[config.mk]
export PLATFORM = sky130hd
export DESIGN_NAME = fc_argmax
export DESIGN_NICKNAME = d
export VERILOG_FILES = /design/src/rtl/fc_pkg.sv /design/src/rtl/fc_argmax_cmp.sv /design/src/rtl/fc_argmax.sv
export SDC_FILE = /design/constraint.sdc
export NUM_CORES = 1
export LEC_CHECK = 0
export CELL_PAD_IN_SITES_DETAIL_PLACEMENT = 1
export CELL_PAD_IN_SITES_GLOBAL_PLACEMENT = 1
export CORE_ASPECT_RATIO = 0.7
export CORE_MARGIN = 2
export CORE_UTILIZATION = 36
export CTS_BUF_LIST = sky130_fd_sc_hd__clkbuf_16
export CTS_CLUSTER_DIAMETER = 150
export DETAILED_ROUTE_END_ITERATION = 8
export PLACE_DENSITY = 0.8
export SKIP_LAST_GASP = 1
export SLEW_MARGIN = 20
export SYNTH_ARGS = -nofsm -noshare
export SYNTH_HDL_FRONTEND = slang
export SYNTH_HIERARCHICAL = 1
export SYNTH_SLANG_ARGS = --single-unit
[constraint.sdc]
create_clock -name clk -period 3.9 [get_ports clk]
set_input_delay 0.975 -clock clk [delete_from_list [all_inputs] [get_ports clk]]
set_output_delay 0.975 -clock clk [all_outputs]
set_load 0.005 [all_outputs]
[src/rtl/fc_pkg.sv]
// Shared definitions for the fully-connected layer family: data width and the
// common IDLE/SCAN/DONE controller state encoding.
package fc_pkg;

  // Node value width, shared with fc_layer so the two blocks chain directly
  localparam int DATA_WIDTH = 16;

  // Controller states reused by the layer blocks that follow the
  // level-enable / sticky-finished handshake
  typedef enum logic [1:0] {
    IDLE = 2'd0,
    SCAN = 2'd1,
    DONE = 2'd2
  } layerState_e;

endpackage : fc_pkg

[src/rtl/fc_argmax_cmp.sv]
// Strict "a greater than b" comparator for the argmax scan.
// Build option: define FC_ARGMAX_SIGNED_EN to compare operands as
// two's-complement values; otherwise the comparison is unsigned magnitude.
// The macro is kept here so the controller is identical in both builds.
module fc_argmax_cmp
  import fc_pkg::*;
(
  input  logic [DATA_WIDTH-1:0] a,
  input  logic [DATA_WIDTH-1:0] b,
  output logic                  greater
);

  // Strictly greater only, so equal values never displace the earlier index
  always_comb begin
`ifdef FC_ARGMAX_SIGNED_EN
    greater = ($signed(a) > $signed(b));
`else
    greater = (a > b);
`endif
  end

endmodule : fc_argmax_cmp

[src/rtl/fc_argmax.sv]
// Argmax classification stage placed after the fully-connected layer.
// Scans inputNodes one element per clock once enable is raised and publishes
// the index and value of the largest node with a sticky finished flag.
// Build option: FC_ARGMAX_SIGNED_EN (handled inside fc_argmax_cmp) selects a
// signed comparison; the default build compares unsigned.
module fc_argmax
  import fc_pkg::*;
#(
  parameter int numNodes = 3,
  parameter int idxWidth = (numNodes > 1) ? $clog2(numNodes) : 1
) (
  input  logic                  clk,
  input  logic                  reset,
  input  logic                  enable,
  input  logic [DATA_WIDTH-1:0] inputNodes [0:numNodes-1],
  output logic [idxWidth-1:0]   classIndex,
  output logic [DATA_WIDTH-1:0] maxValue,
  output logic                  finished
);

  localparam logic [idxWidth-1:0] lastIdx = idxWidth'(numNodes - 1);
  localparam logic [idxWidth-1:0] oneIdx  = idxWidth'(1);

  layerState_e           state;
  logic [idxWidth-1:0]   idx;
  logic [idxWidth-1:0]   bestIdx;
  logic [DATA_WIDTH-1:0] best;

  logic [DATA_WIDTH-1:0] candidate;
  logic                  candGreater;
  logic [DATA_WIDTH-1:0] nextBest;
  logic [idxWidth-1:0]   nextBestIdx;

  // Node currently under inspection during the scan
  always_comb begin
    candidate = inputNodes[idx];
  end

  fc_argmax_cmp u_cmp (
    .a       (candidate),
    .b       (best),
    .greater (candGreater)
  );

  // Best-so-far after folding in the current candidate; ties keep the old one
  always_comb begin
    nextBest    = best;
    nextBestIdx = bestIdx;
    if (candGreater) begin
      nextBest    = candidate;
      nextBestIdx = idx;
    end
  end

  // Controller: seeds from node 0, scans the rest, then holds the result
  always_ff @(posedge clk) begin
    if (!reset) begin
      state      <= IDLE;
      idx        <= '0;
      bestIdx    <= '0;
      best       <= '0;
      classIndex <= '0;
      maxValue   <= '0;
      finished   <= 1'b0;
    end else begin
      case (state)
        IDLE: begin
          finished <= 1'b0;
          if (enable) begin
            best    <= inputNodes[0];
            bestIdx <= '0;
            idx     <= oneIdx;
            if (numNodes == 1) begin
              classIndex <= '0;
              maxValue   <= inputNodes[0];
              finished   <= 1'b1;
              state      <= DONE;
            end else begin
              state <= SCAN;
            end
          end
        end

        SCAN: begin
          if (!enable) begin
            state <= IDLE;
          end else begin
            best    <= nextBest;
            bestIdx <= nextBestIdx;
            if (idx == lastIdx) begin
              classIndex <= nextBestIdx;
              maxValue   <= nextBest;
              finished   <= 1'b1;
              state      <= DONE;
            end else begin
              idx <= idx + oneIdx;
            end
          end
        end

        DONE: begin
          if (!enable) begin
            finished <= 1'b0;
            state    <= IDLE;
          end
        end

        default: begin
          finished <= 1'b0;
          state    <= IDLE;
        end
      endcase
    end
  end

endmodule : fc_argmax

; ---- Yosys cells after proc, flatten, opt, wreduce, memory -nomap -nowiden
; Index checks and enable logic that the tools add are counted.
[op_classes]
n_addsub = 1
order_cmp = 2
n_eq_ne = 9
muxes = 23
n_bitwise = 1
reduce_logical = 7
[ops]
columns = operator, n
row1 = 2-to-1 mux 16 bit, 5
row2 = binary-select mux 16 bit (select 2 bit), 1
row3 = one-hot mux 16 bit (2 select lines), 1
row4 = 2-to-1 mux 2 bit, 9
row5 = greater-than comparator 16 bit, 1
row6 = AND reduction 3 bit, 4
row7 = inequality test 2 bit (second input constant), 5
row8 = one-hot mux 2 bit (2 select lines), 2
row9 = one-hot mux 2 bit (3 select lines), 1
row10 = == test 2 bit (second input constant), 2
row11 = AND reduction 4 bit, 1
row12 = >= comparator 3 bit (second input constant), 1
row13 = 2-to-1 mux 1 bit, 3
row14 = inequality test 3 bit (second input constant), 1
row15 = inverter 2 -> 3 bit, 1
row16 = adder 2 x 1 -> 2 bit (second input constant), 1
row17 = == test 2 x 1 -> 1 bit (second input constant), 1
row18 = logical NOT 2 bit, 1
row19 = one-hot mux 1 bit (2 select lines), 1
row20 = nonzero test 2 bit, 1
[word_totals]
regBits = 41
out_inout_bits = 19

; ---- Depth between registers and ports, before layout
; Gate-level depths: netlist of the first run.
[logic_depth]
ltp_word = 8
mapped_depth = 16
ltp_nobuf = 12

; ---- Modules after synthesis
; The synthesis of the first run kept the hierarchy.
[modules_own_cells]
columns = mod, instances, cells_per_inst, area_per_inst_um2, seq_area_each_um2
row1 = fc_argmax, 1, 292, 2526.2, 820.8
row2 = fc_argmax_cmp, 1, 56, 406.6, 0.0

; ---- Worst setup path before layout of the first run
; Ideal clock, no wire load.
[synth_timing]
kind = input -> register
from = input port inputNodes[30] (netlist name)
to = register best[10]
setup_ps = 87
arrival_time_ps = 3177
required_time_ps = 3813
slack_ps = 637
cell_stages = 11
cell_sequence = mux2i_1 o21ai_0 ha_1 nand4_1 nor4_2 a21boi_2 o31a_1 clkbuf_1 nand2_1 o221a_4 a221oi_2
[synth_between]
elab_chain_cells = 7
[synth_lines]
columns = element, line_no
row1 = start: declaration, fc_argmax.sv:15  ; input logic [DATA_WIDTH-1:0] inputNodes [0:numNodes-1],
row2 = binary-select mux 16 bit (select 2 bit), fc_argmax.sv:36  ; candidate = inputNodes[idx];
row3 = 2-to-1 mux 16 bit (not written as such) (2 in series), fc_argmax.sv:36
row4 = via candidate[14], fc_argmax.sv:29  ; logic [DATA_WIDTH-1:0] candidate;
row5 = greater-than comparator 16 bit, fc_argmax_cmp.sv:18  ; greater = (a > b);
row6 = via candGreater, fc_argmax.sv:30  ; logic candGreater;
row7 = 2-to-1 mux 16 bit, fc_argmax.sv:49  ; if (candGreater) begin
row8 = 2-to-1 mux 16 bit, fc_argmax.sv:85  ; if (!enable) begin
row9 = one-hot mux 16 bit (2 select lines), fc_argmax.sv:66  ; case (state)
row10 = end signal: assignment, fc_argmax.sv:70  ; best <= inputNodes[0];
row11 = end signal: assignment, fc_argmax.sv:88  ; best <= nextBest;
row12 = end: declaration, fc_argmax.sv:27  ; logic [DATA_WIDTH-1:0] best;
; The timed path passes the listed nets, and every way through them passes these cells. The select of a mux whose other input is x is not followed.
; A chain may end at the register's enable or synchronous reset.

; ---- Worst setup path in the final report of the first run
[layout_timing]
from = input port inputNodes[46] (netlist name)
to = register best[11]
; Same word-level chain as after synthesis.

==> qor.yml, run 1 <==
timing:
  period_needed_ns: 3.72
  slew_viol_final: 0
  setup_viol: 0
  rsz0062_at_grt: "no"
  slew_headroom_pct: 43.0
  tightest_slew_ns: 0.854
  max_freq_mhz: 269
  skew_ns: 0.00402
  fin_crit_sh_pct: 95.3
  fin_ws_ns: 0.182
  hold_violations: 0
synthesis:
  synth_compound_area_share_pct: 30.3
  async_flop_share_pct: 0
  netlist_area_mm2: 0.00293
  synthSimpleGateAreaFrac_pct: 18.6
  synth-edff-count: 0
  yosys_register_bits: 41
  ys_warn_count: 6
  syn_inst: 348
  netlist-cell-type-count: 42
  yosysSeqAreaShare_pct: 28.0
  synthMuxAreaShare_pct: 6.48
  synth_nets: 416
  synthFlopType: "dfxtp_1"
  synthAdderAreaFrac_pct: 7.25
  synthXorXnorAreaFrac_pct: 0
  synth_top_family_by_area: "compound AO/OA/AOI/OAI gates"
  avgSynthCellArea_um2: 8.43
grt:
  grt_pass1_wl_um: 16000
  grt_pass1_vias: 3120
  antenna_found_initial: 0
  grt_overflow: 0
  grt_util_all_layers_pct: 22.6
  grt_max_degree: 25
worst_setup_path:
  crit_arrival_ns: 3.91
  max_stage_delay_ns: 0.41
  setup.worst_path.end_class: "flop"
  cp.required_ns: 4.09
  crit_path_frequent_cell: "buf_4"
  cp_cell_sequence: "clkdlybuf4s50_1 > mux2i_1 > o21ai_0 > ha_1 > nand4_1 > buf_4 > nor2_1 > a221o_1 > o31a_1 > buf_4 > nand2b_1 > o221a_2 > a221oi_2"
  slowest_stage: "clkdlybuf4s50_1"
  cp-start-kind: "input pin"
  criticalPathCategory: "input pin to flop"
  path_max_fanout: 17
route:
  wl_per_cell_um: 19.1
  dr.pass1.iters: 4
  ant_nets: 0
  drcViolationCount: 0
  drt_iter0_markers: 119
  totalWireLength_um: 9770
  vias_per_cell: 5.65
  vias: 2885
floorplanning:
  die_h_um: 79.5
  io_pins: 70
  start_util_pct: 37.3
  core_area_mm2: 0.00787
  dieWidth_um: 112
  rows: 27
  die_area_mm2: 0.00890
cts:
  cts_resized: 0
  clk_latency_ns: 0.29
  numCtsBuffers: 5
  clockRootBuffer: "clkbuf_16"
  htree_num_levels: 2
  cts_sinks: 41
  hold_buffers: 0
  cts_buffer_depth: 2
  clkSlewWorstSetupHoldPaths_ns: 0.06
  tritoncts: "done"
  cts_setup_buffers: 0
run_status:
  status: "complete, no violations"
power_and_ir_drop:
  pwr-share-comb_pct: 32.4
  p_int_mw: 0.863
  switching_power_mw: 0.389
  ir_worst_vdd_mv: 0.181
  clkPwrFrac_pct: 31.7
  pwr-share-seq_pct: 35.9
  p_leak_nw: 1.40
  p_per_area_mw_per_mm2: 325
  p_sw_share_pct: 31.1
job:
  maxCapViolCount: 0
placed_design:
  dp_hpwl_um: 7100
  place_area_mm2: 0.00371
  place_ws_ns: -0.0737
  io_buffer_count: 69
  gp_congestion: 0.769
cells_and_area:
  final_area_mm2: 0.00385
  fillers: 952
  syn2layout_area_growth_pct: 31.2
  fin_util_pct: 48.9
  nets: 478
  drive_above_1_share_pct: 12.9
  antenna_cells: 0
hold_path:
  hold_path_class: "flop to flop"
==> per-layer routing <==
metal	up-vias	track usage, %	routed length, um
li1	1380	-	-
met1	1425	31.1	4620
met2	70	37.5	4570
met3	10	3.80	496
met4	0	4.81	74
met5	-	0	0
==> cell usage in the layout (no fill, tap or decap), types with 11 or more instances in the layout <==
cell type	n
dfxtp_1	41
a221oi_2	14
ha_1	17
buf_4	15
clkdlybuf4s50_1	69
mux2i_1	19
a21oi_1	11
o21ai_0	33
o22ai_1	14
nand2b_1	16
nand2_1	66
inv_1	23
==> logic make-up (layout without fill, tap and decap cells) <==
| group | after synthesis | count (layout) |
|---|---|---|
| mux | 19 | 19 |
| compound gates | 105 | 105 |
| fa+ha+maj | 17 | 17 |
| simple gates | 113 | 113 |
| flops | 41 | 41 |
| buf+inv | 53 | 115 |
==> Yosys cell counts, types with 4 or more instances <==
| master | number | share of area [%] |
|---|---|---|
| dfxtp_1 | 41 | 28 |
| nand3_1 | 5 | 0.85 |
| buf_6 | 7 | 2.7 |
| nand2_1 | 66 | 8.4 |
| inv_1 | 22 | 2.8 |
| nor2b_1 | 4 | 0.85 |
| a21oi_1 | 11 | 1.9 |
| mux2i_1 | 19 | 6.5 |
| ha_1 | 17 | 7.3 |
| o221a_4 | 7 | 4.8 |
| nor2_1 | 7 | 0.90 |
| nand2b_1 | 16 | 3.4 |
| a221oi_2 | 13 | 6.7 |
| nand4_1 | 5 | 1.1 |
| o221ai_1 | 4 | 1.2 |
| clkbuf_1 | 13 | 1.7 |
| buf_2 | 10 | 1.7 |
| o221a_2 | 7 | 2.7 |
| o21ai_0 | 33 | 5.6 |
| o22ai_1 | 14 | 3.0 |
==> cell type report <==
class | instances | area, um2 | area share, %
inverter | 22 | 82.6 | 2.15
tap | 101 | 126 | 3.28
timing repair buffer | 86 | 843 | 21.9
clock inverter | 2 | 7.51 | 0.195
sequential | 41 | 821 | 21.3
multi-input combinational | 254 | 1840 | 47.9
clock buffer | 5 | 125 | 3.25
==> final timing paths <==
kind                                               start                        to  slack (ns)  depth (start not counted)
worst min-delay path            maxValue[9]$_SDFFE_PN0P_  maxValue[9]$_SDFFE_PN0P_        0.47                          2
worst max register to register       idx[0]$_SDFFE_PN0P_     best[11]$_SDFFE_PN0P_        0.43                         15
worst min register to register  maxValue[9]$_SDFFE_PN0P_  maxValue[9]$_SDFFE_PN0P_        0.47                          2
worst max-delay path                      inputNodes[46]     best[11]$_SDFFE_PN0P_        0.18                         13
==> power by group through the flow <==
stage	Combinational [mW]	Sequential, mW	Clock (mW)
6_report	0.406	0.450	0.396
5_1_grt	0.441	0.452	0.418
4_1_cts	0.403	0.449	0.401
3_5_place_dp	0.401	0.459	0
3_3_place_gp	0.382	0.458	0
2_1_floorplan	0.265	0.450	0
==> through the flow <==
stage	TNS [ns]	hold WS, ns	power [mW]	instances
after floorplan	0	0.458	0.715	348
after global placement	0	0.461	0.840	504
after detailed placement	-0.359	0.461	0.860	504
after CTS	0	0.474	1.25	511
after global routing	0	0.495	1.31	511
final	0	0.471	1.25	511
==> registers in the layout, summed over array words and instances (netlist names) <==
name / cells
best: 16
bestIdx: 2
classIndex: 2
finished: 1
idx: 2
maxValue: 16
state: 2
==> worst max-delay path: cells and delay by family <==
kind	cells	cell delay (ns)
AO/OA/AOI/OAI	5	1.24
buffers and inverters	3	0.75
AND/OR/NAND/NOR	3	0.35
adder cells (fa/ha/maj)	1	0.35
multiplexers	1	0.23
Note: power is estimated with default switching activity, not from simulation.
==> run 2: changes to the inputs <==
CORE_MARGIN = 4   (was 2)
DONT_BUFFER_PORTS = 1   (was unset)
PLACE_DENSITY = 0.65   (was 0.8)
TNS_END_PERCENT = 20   (was unset)
==> qor.yml, run 2 (synthesis gave the netlist of run 1 again) <==
placed_design:
  dp.cells: 429  # -15%
  dp_hpwl_um: 6610  # -6.9%
  gp_congestion: 0.765  # -0.56%
  io_buffer_count: 0  # -100%
floorplanning:
  io_pins: 70  # unchanged
  core_area_mm2: 0.00791  # +0.43%
  die_h_um: 83.5  # +5.0%
  rows: 27  # unchanged
  dieWidth_um: 116  # +3.6%
  start_util_pct: 37.1  # -0.16 points
  die_area_mm2: 0.00968  # +8.8%
cts:
  cts_setup_buffers: 0  # unchanged
  clk_latency_ns: 0.29  # about the same
  numCtsBuffers: 5  # unchanged
  hold_buffers: 0  # unchanged
  tritoncts: "done"
  clkSlewWorstSetupHoldPaths_ns: 0.06  # about the same
  cts_buffer_depth: 2  # unchanged
  clockRootBuffer: "clkbuf_16"
  htree_num_levels: 2  # unchanged
  cts_sinks: 41  # unchanged
  cts_resized: 0  # unchanged
route:
  dr.pass1.iters: 4  # unchanged
  vias_per_cell: 5.81  # +3.0%
  vias: 2541  # -12%
  wl_per_cell_um: 21.3  # +11%
  ant_nets: 0  # unchanged
  totalWireLength_um: 9290  # -4.9%
  drcViolationCount: 0  # unchanged
  drt_iter0_markers: 124  # +4.2%
cells_and_area:
  layout_common_cells: "66 x nand2_1, 41 x dfxtp_1, 33 x o21ai_0"
  antenna_cells: 0  # unchanged
  fillers: 954  # +0.21%
  drive_above_1_share_pct: 14.0  # +1.1 points
  final_common_cell: "nand2_1"
  nets: 403  # -16%
  syn2layout_area_growth_pct: 5.67
  fin_cells: 437  # -14%
  top_regs: "best: 16 flops, maxValue: 16 flops"
power_and_ir_drop:
  pwr-share-seq_pct: 37.8  # +1.9 points
  ir_worst_vdd_mv: 0.154  # -15%
  clkPwrFrac_pct: 34.5  # +2.8 points
  p_leak_nw: 1.11  # -21%
  p_per_area_mw_per_mm2: 379  # +17%
  pwr-share-comb_pct: 27.8  # -4.6 points
  p_int_mw: 0.808  # -6.4%
  switching_power_mw: 0.368  # -5.6%
  p_total_mw: 1.18  # -6.1%
  p_sw_share_pct: 31.3  # +0.18 points
worst_setup_path:
  r2r_slack_ns: 0.49  # +0.06 ns
  cp_cell_sequence: "buf_4 > mux2i_1 > o21ai_0 > ha_1 > nand4_1 > nor4_2 > a21boi_2 > o31a_1 > nand2b_1 > buf_12 > o221a_2 > a221oi_2"
  setup.worst_path.end_class: "flop"
  path_delay_family: "compound AO/OA/AOI/OAI gates"
  cp.required_ns: 4.08  # about the same
  crit_arrival_ns: 3.59  # -0.32 ns
  path_max_fanout: 13  # -4
  path_buf_inv: 2  # -1
  startpoint: "idx[0]$_SDFFE_PN0P_"
  cp-start-kind: "flop"
  r2r_start: "idx[0]$_SDFFE_PN0P_"
  criticalPathCategory: "flop to flop"
  slowest_stage: "mux2i_1"
  max_stage_delay_ns: 0.38  # -0.03 ns
run_status:
  status: "complete, no violations"
timing:
  period_needed_ns: 3.41  # -0.310 ns
  hold_violations: 0  # unchanged
  slew_headroom_pct: 32.0  # -11 points
  slew_viol_final: 0  # unchanged
  setup_viol: 0  # unchanged
  skew_ns: 0.00729  # +0.00327 ns
  hold_slack_ns: 0.488  # +0.0165 ns
  tightest_slew_ns: 1.02  # +0.165 ns
  setup_tns_ns: 0  # unchanged
  max_freq_mhz: 293  # +9.1%
  fin_crit_sh_pct: 87.4  # -8.0 points
  rsz0062_at_grt: "no"
grt:
  antenna_found_initial: 0  # unchanged
  grt_pass1_wl_um: 15100  # -5.4%
  grt_max_degree: 27  # +8.0%
  grt_pass1_vias: 2756  # -12%
  grt_overflow: 0  # unchanged
  grt_util_all_layers_pct: 19.8  # -2.8 points
hold_path:
  hold_start: "bestIdx[0]$_SDFFE_PN0P_"
  hold_path_class: "flop to flop"
job:
  maxCapViolCount: 0  # unchanged
run 2: cell count changes in the layout (fill, tap and decap cells not counted):
cell	previous run	this run
a221oi_1	0	1
a221oi_2	14	13
buf_12	2	1
buf_4	15	10
clkdlybuf4s50_1	69	0
clkinv_1	1	2
clkinv_2	0	1
inv_1	23	22
run 2: area by class of cell:
cell class | count | area [um2] | share of cell area (%)
Inverter | 22 | 82.6 | 2.66
Sequential cell | 41 | 821 | 26.5
Timing Repair Buffer | 11 | 95.1 | 3.07
Clock buffer | 5 | 125 | 4.04
Tap cell | 101 | 126 | 4.08
Multi-Input combinational cell | 254 | 1840 | 59.3
Clock inverter | 3 | 12.5 | 0.404
run 2: path summary, 6_finish.rpt:
kind | depth (start not counted) | endpoint
worst min register to register | 2 | bestIdx[0]$_SDFFE_PN0P_
worst max register to register | 12 | best[13]$_SDFFE_PN0P_
worst max-delay path | 12 | best[13]$_SDFFE_PN0P_
worst min-delay path | 2 | bestIdx[0]$_SDFFE_PN0P_
run 2: worst reg2reg max path: cells and delay by family (launching register included):
family / cells / cell delay, ns
AOI/OAI and AO/OA: 5 / 1.10
and+or+nand+nor: 3 / 0.68
buffers and inverters: 2 / 0.46
muxes: 1 / 0.39
DFF: 1 / 0.36
adders and majority gates: 1 / 0.33
run 2: power by group through the flow:
stage	Combinational (mW)	Sequential, mW	Clock, mW
2_1_floorplan	0.265	0.450	0
3_3_place_gp	0.318	0.453	0
3_5_place_dp	0.325	0.453	0
4_1_cts	0.327	0.444	0.410
5_1_grt	0.364	0.446	0.431
6_report	0.326	0.444	0.405
run 2: through the flow:
stage / utilization, % / setup WS, ns / area, um2
2_1_floorplan: - / 0.637 / 2930
3_3_place_gp: 37.5 / 0.395 / 2960
3_5_place_dp: 37.5 / 0.238 / 2960
4_1_cts: 39.2 / 0.499 / 3100
5_1_grt: 39.2 / 0.295 / 3100
6_report: 39.2 / 0.492 / 3100
run 2: per-layer routing:
layer  wire length (um)  track usage, %  share of wire, %
met5                  0               0                 0
met4                 74            4.32              0.80
met3                661            4.86               7.1
met2               4120            30.5                44
met1               4430            28.0                48
==> run 3: changes to the inputs <==
CORE_UTILIZATION = 39   (was 36)
PLACE_DENSITY = 0.69   (was 0.65)
==> qor.yml, run 3 (synthesis gave the netlist of run 1 again) <==
run_status:
  status: "complete, no violations"
timing:
  slew_viol_final: 0  # unchanged
  hold_violations: 0  # unchanged
  setup_viol: 0  # unchanged
  rsz0062_at_grt: "no"
  slew_headroom_pct: 32.4  # +0.37 points
  max_freq_mhz: 280  # -4.5%
  tightest_slew_ns: 1.01  # -0.00549 ns
  fin_crit_sh_pct: 91.5  # +4.1 points
  setup_tns_ns: 0  # unchanged
  period_needed_ns: 3.57  # +0.162 ns
  skew_ns: 0.00701  # -0.000272 ns
cts:
  clkSlewWorstSetupHoldPaths_ns: 0.07  # about the same
  cts_resized: 0  # unchanged
  clockRootBuffer: "clkbuf_16"
  htree_num_levels: 2  # unchanged
  cts_setup_buffers: 0  # unchanged
  clk_latency_ns: 0.29  # about the same
  tritoncts: "done"
  cts_sinks: 41  # unchanged
  cts_buffer_depth: 2  # unchanged
  numCtsBuffers: 5  # unchanged
  hold_buffers: 0  # unchanged
worst_setup_path:
  crit_arrival_ns: 3.76  # +0.17 ns
  rr_worst_depth: 12  # unchanged
  cp-start-kind: "flop"
  r2r_slack_ns: 0.33  # -0.16 ns
  cp.required_ns: 4.09  # about the same
  criticalPathCategory: "flop to flop"
  path_max_fanout: 14  # +1
  setup.worst_path.end_class: "flop"
route:
  drcViolationCount: 0  # unchanged
  drt_iter0_markers: 90  # -27%
  vias_per_cell: 5.84  # +0.44%
  dr.pass1.iters: 4  # unchanged
  totalWireLength_um: 9080  # -2.3%
  vias: 2523  # -0.71%
  wl_per_cell_um: 21.0  # -1.1%
  ant_nets: 0  # unchanged
cells_and_area:
  final_common_cell: "nand2_1"
  drive_above_1_share_pct: 13.8  # -0.22 points
  layout_common_cells: "66 x nand2_1, 41 x dfxtp_1, 33 x o21ai_0"
  top_regs: "best: 16 flops, maxValue: 16 flops"
  nets: 401  # -0.50%
  antenna_cells: 0  # unchanged
  syn2layout_area_growth_pct: 6.36
  final_area_mm2: 0.00312  # +0.65%
placed_design:
  io_buffer_count: 0  # unchanged
  dp_hpwl_um: 6350  # -3.9%
  gp_congestion: 0.799  # +4.5%
  place_area_mm2: 0.00296  # -0.21%
grt:
  antenna_found_initial: 0  # unchanged
  grt_util_all_layers_pct: 21.2  # +1.3 points
  grt_pass1_vias: 2827  # +2.6%
  grt_pass1_wl_um: 15100  # -0.46%
  grt_overflow: 0  # unchanged
  grt_max_degree: 40  # +48%
floorplanning:
  dieWidth_um: 112  # -3.7%
  die_h_um: 80.6  # -3.5%
  die_area_mm2: 0.00899  # -7.1%
  core_area_mm2: 0.00732  # -7.4%
  start_util_pct: 40.1  # +3.0 points
  rows: 26  # -3.7%
  io_pins: 70  # unchanged
hold_path:
  hold_path_class: "flop to flop"
  holdPathStages: 2  # unchanged
power_and_ir_drop:
  p_per_area_mw_per_mm2: 402  # +6.0%
  ir_worst_vdd_mv: 0.169  # +10%
  p_leak_nw: 1.12  # +0.80%
job:
  maxCapViolCount: 0  # unchanged
run 3: cell types whose count changed in the layout (fill, tap and decap cells not counted), sizes merged:
cell | before | now
buf | 11 | 9
bufinv | 0 | 1
clkinv | 3 | 1
inv | 22 | 23
run 3: worst paths after layout:
check,end,startpoint
worst min register to register,bestIdx[0]$_SDFFE_PN0P_,bestIdx[0]$_SDFFE_PN0P_
worst min-delay path,bestIdx[0]$_SDFFE_PN0P_,bestIdx[0]$_SDFFE_PN0P_
worst max register to register,best[13]$_SDFFE_PN0P_,idx[0]$_SDFFE_PN0P_
worst max-delay path,best[13]$_SDFFE_PN0P_,idx[0]$_SDFFE_PN0P_
run 3: stage by stage:
stage	hold slack (ns)	worst slack [ns]	util, %	power [mW]	instances
floorplan	0.458	0.637	-	0.715	348
global placement	0.474	0.442	40.4	0.772	424
detailed placement	0.483	0.327	40.4	0.781	424
CTS	0.493	0.349	42.6	1.26	432
global route	0.516	0.122	42.6	1.31	432
finish	0.489	0.330	42.6	1.25	432
run 3: report_power, final:
group	leakage (nW)	internal, mW	switching [mW]	total [mW]
clock network	0.0826	0.298	0.183	0.482
registers	0.334	0.433	0.0131	0.446
logic	0.701	0.145	0.181	0.326
total	1.12	0.876	0.378	1.25
run 3: cell type report:
type | instances | area, um2
Tap cell | 98 | 123
Sequential cell | 41 | 821
Fill cell | 891 | 4200
Timing Repair Buffer | 9 | 92.6
Inverter | 22 | 82.6
Clock inverter | 3 | 37.5
Multi-Input combinational cell | 254 | 1840
Clock buffer | 5 | 125
run 3: per-layer routing:
| metal | track usage [%] | wire length, um | vias up |
|---|---|---|---|
| met4 | 4.37 | 79 | 0 |
| met1 | 28.1 | 4260 | 1225 |
| met3 | 4.44 | 497 | 10 |
| li1 | - | - | 1230 |
| met5 | 0 | 0 | - |
| met2 | 35.6 | 4240 | 58 |
run 3: critical path: stages, from the launching register on:
cell and delay [ns]:
dfxtp_1 0.60, buf_12 0.23, mux2i_1 0.33, o21ai_0 0.14, ha_1 0.33, nand4_1 0.18
nor4_2 0.31, a21boi_2 0.22, o31a_1 0.23, nand2b_1 0.10, buf_4 0.21, o221a_2 0.31
a221oi_2 0.27
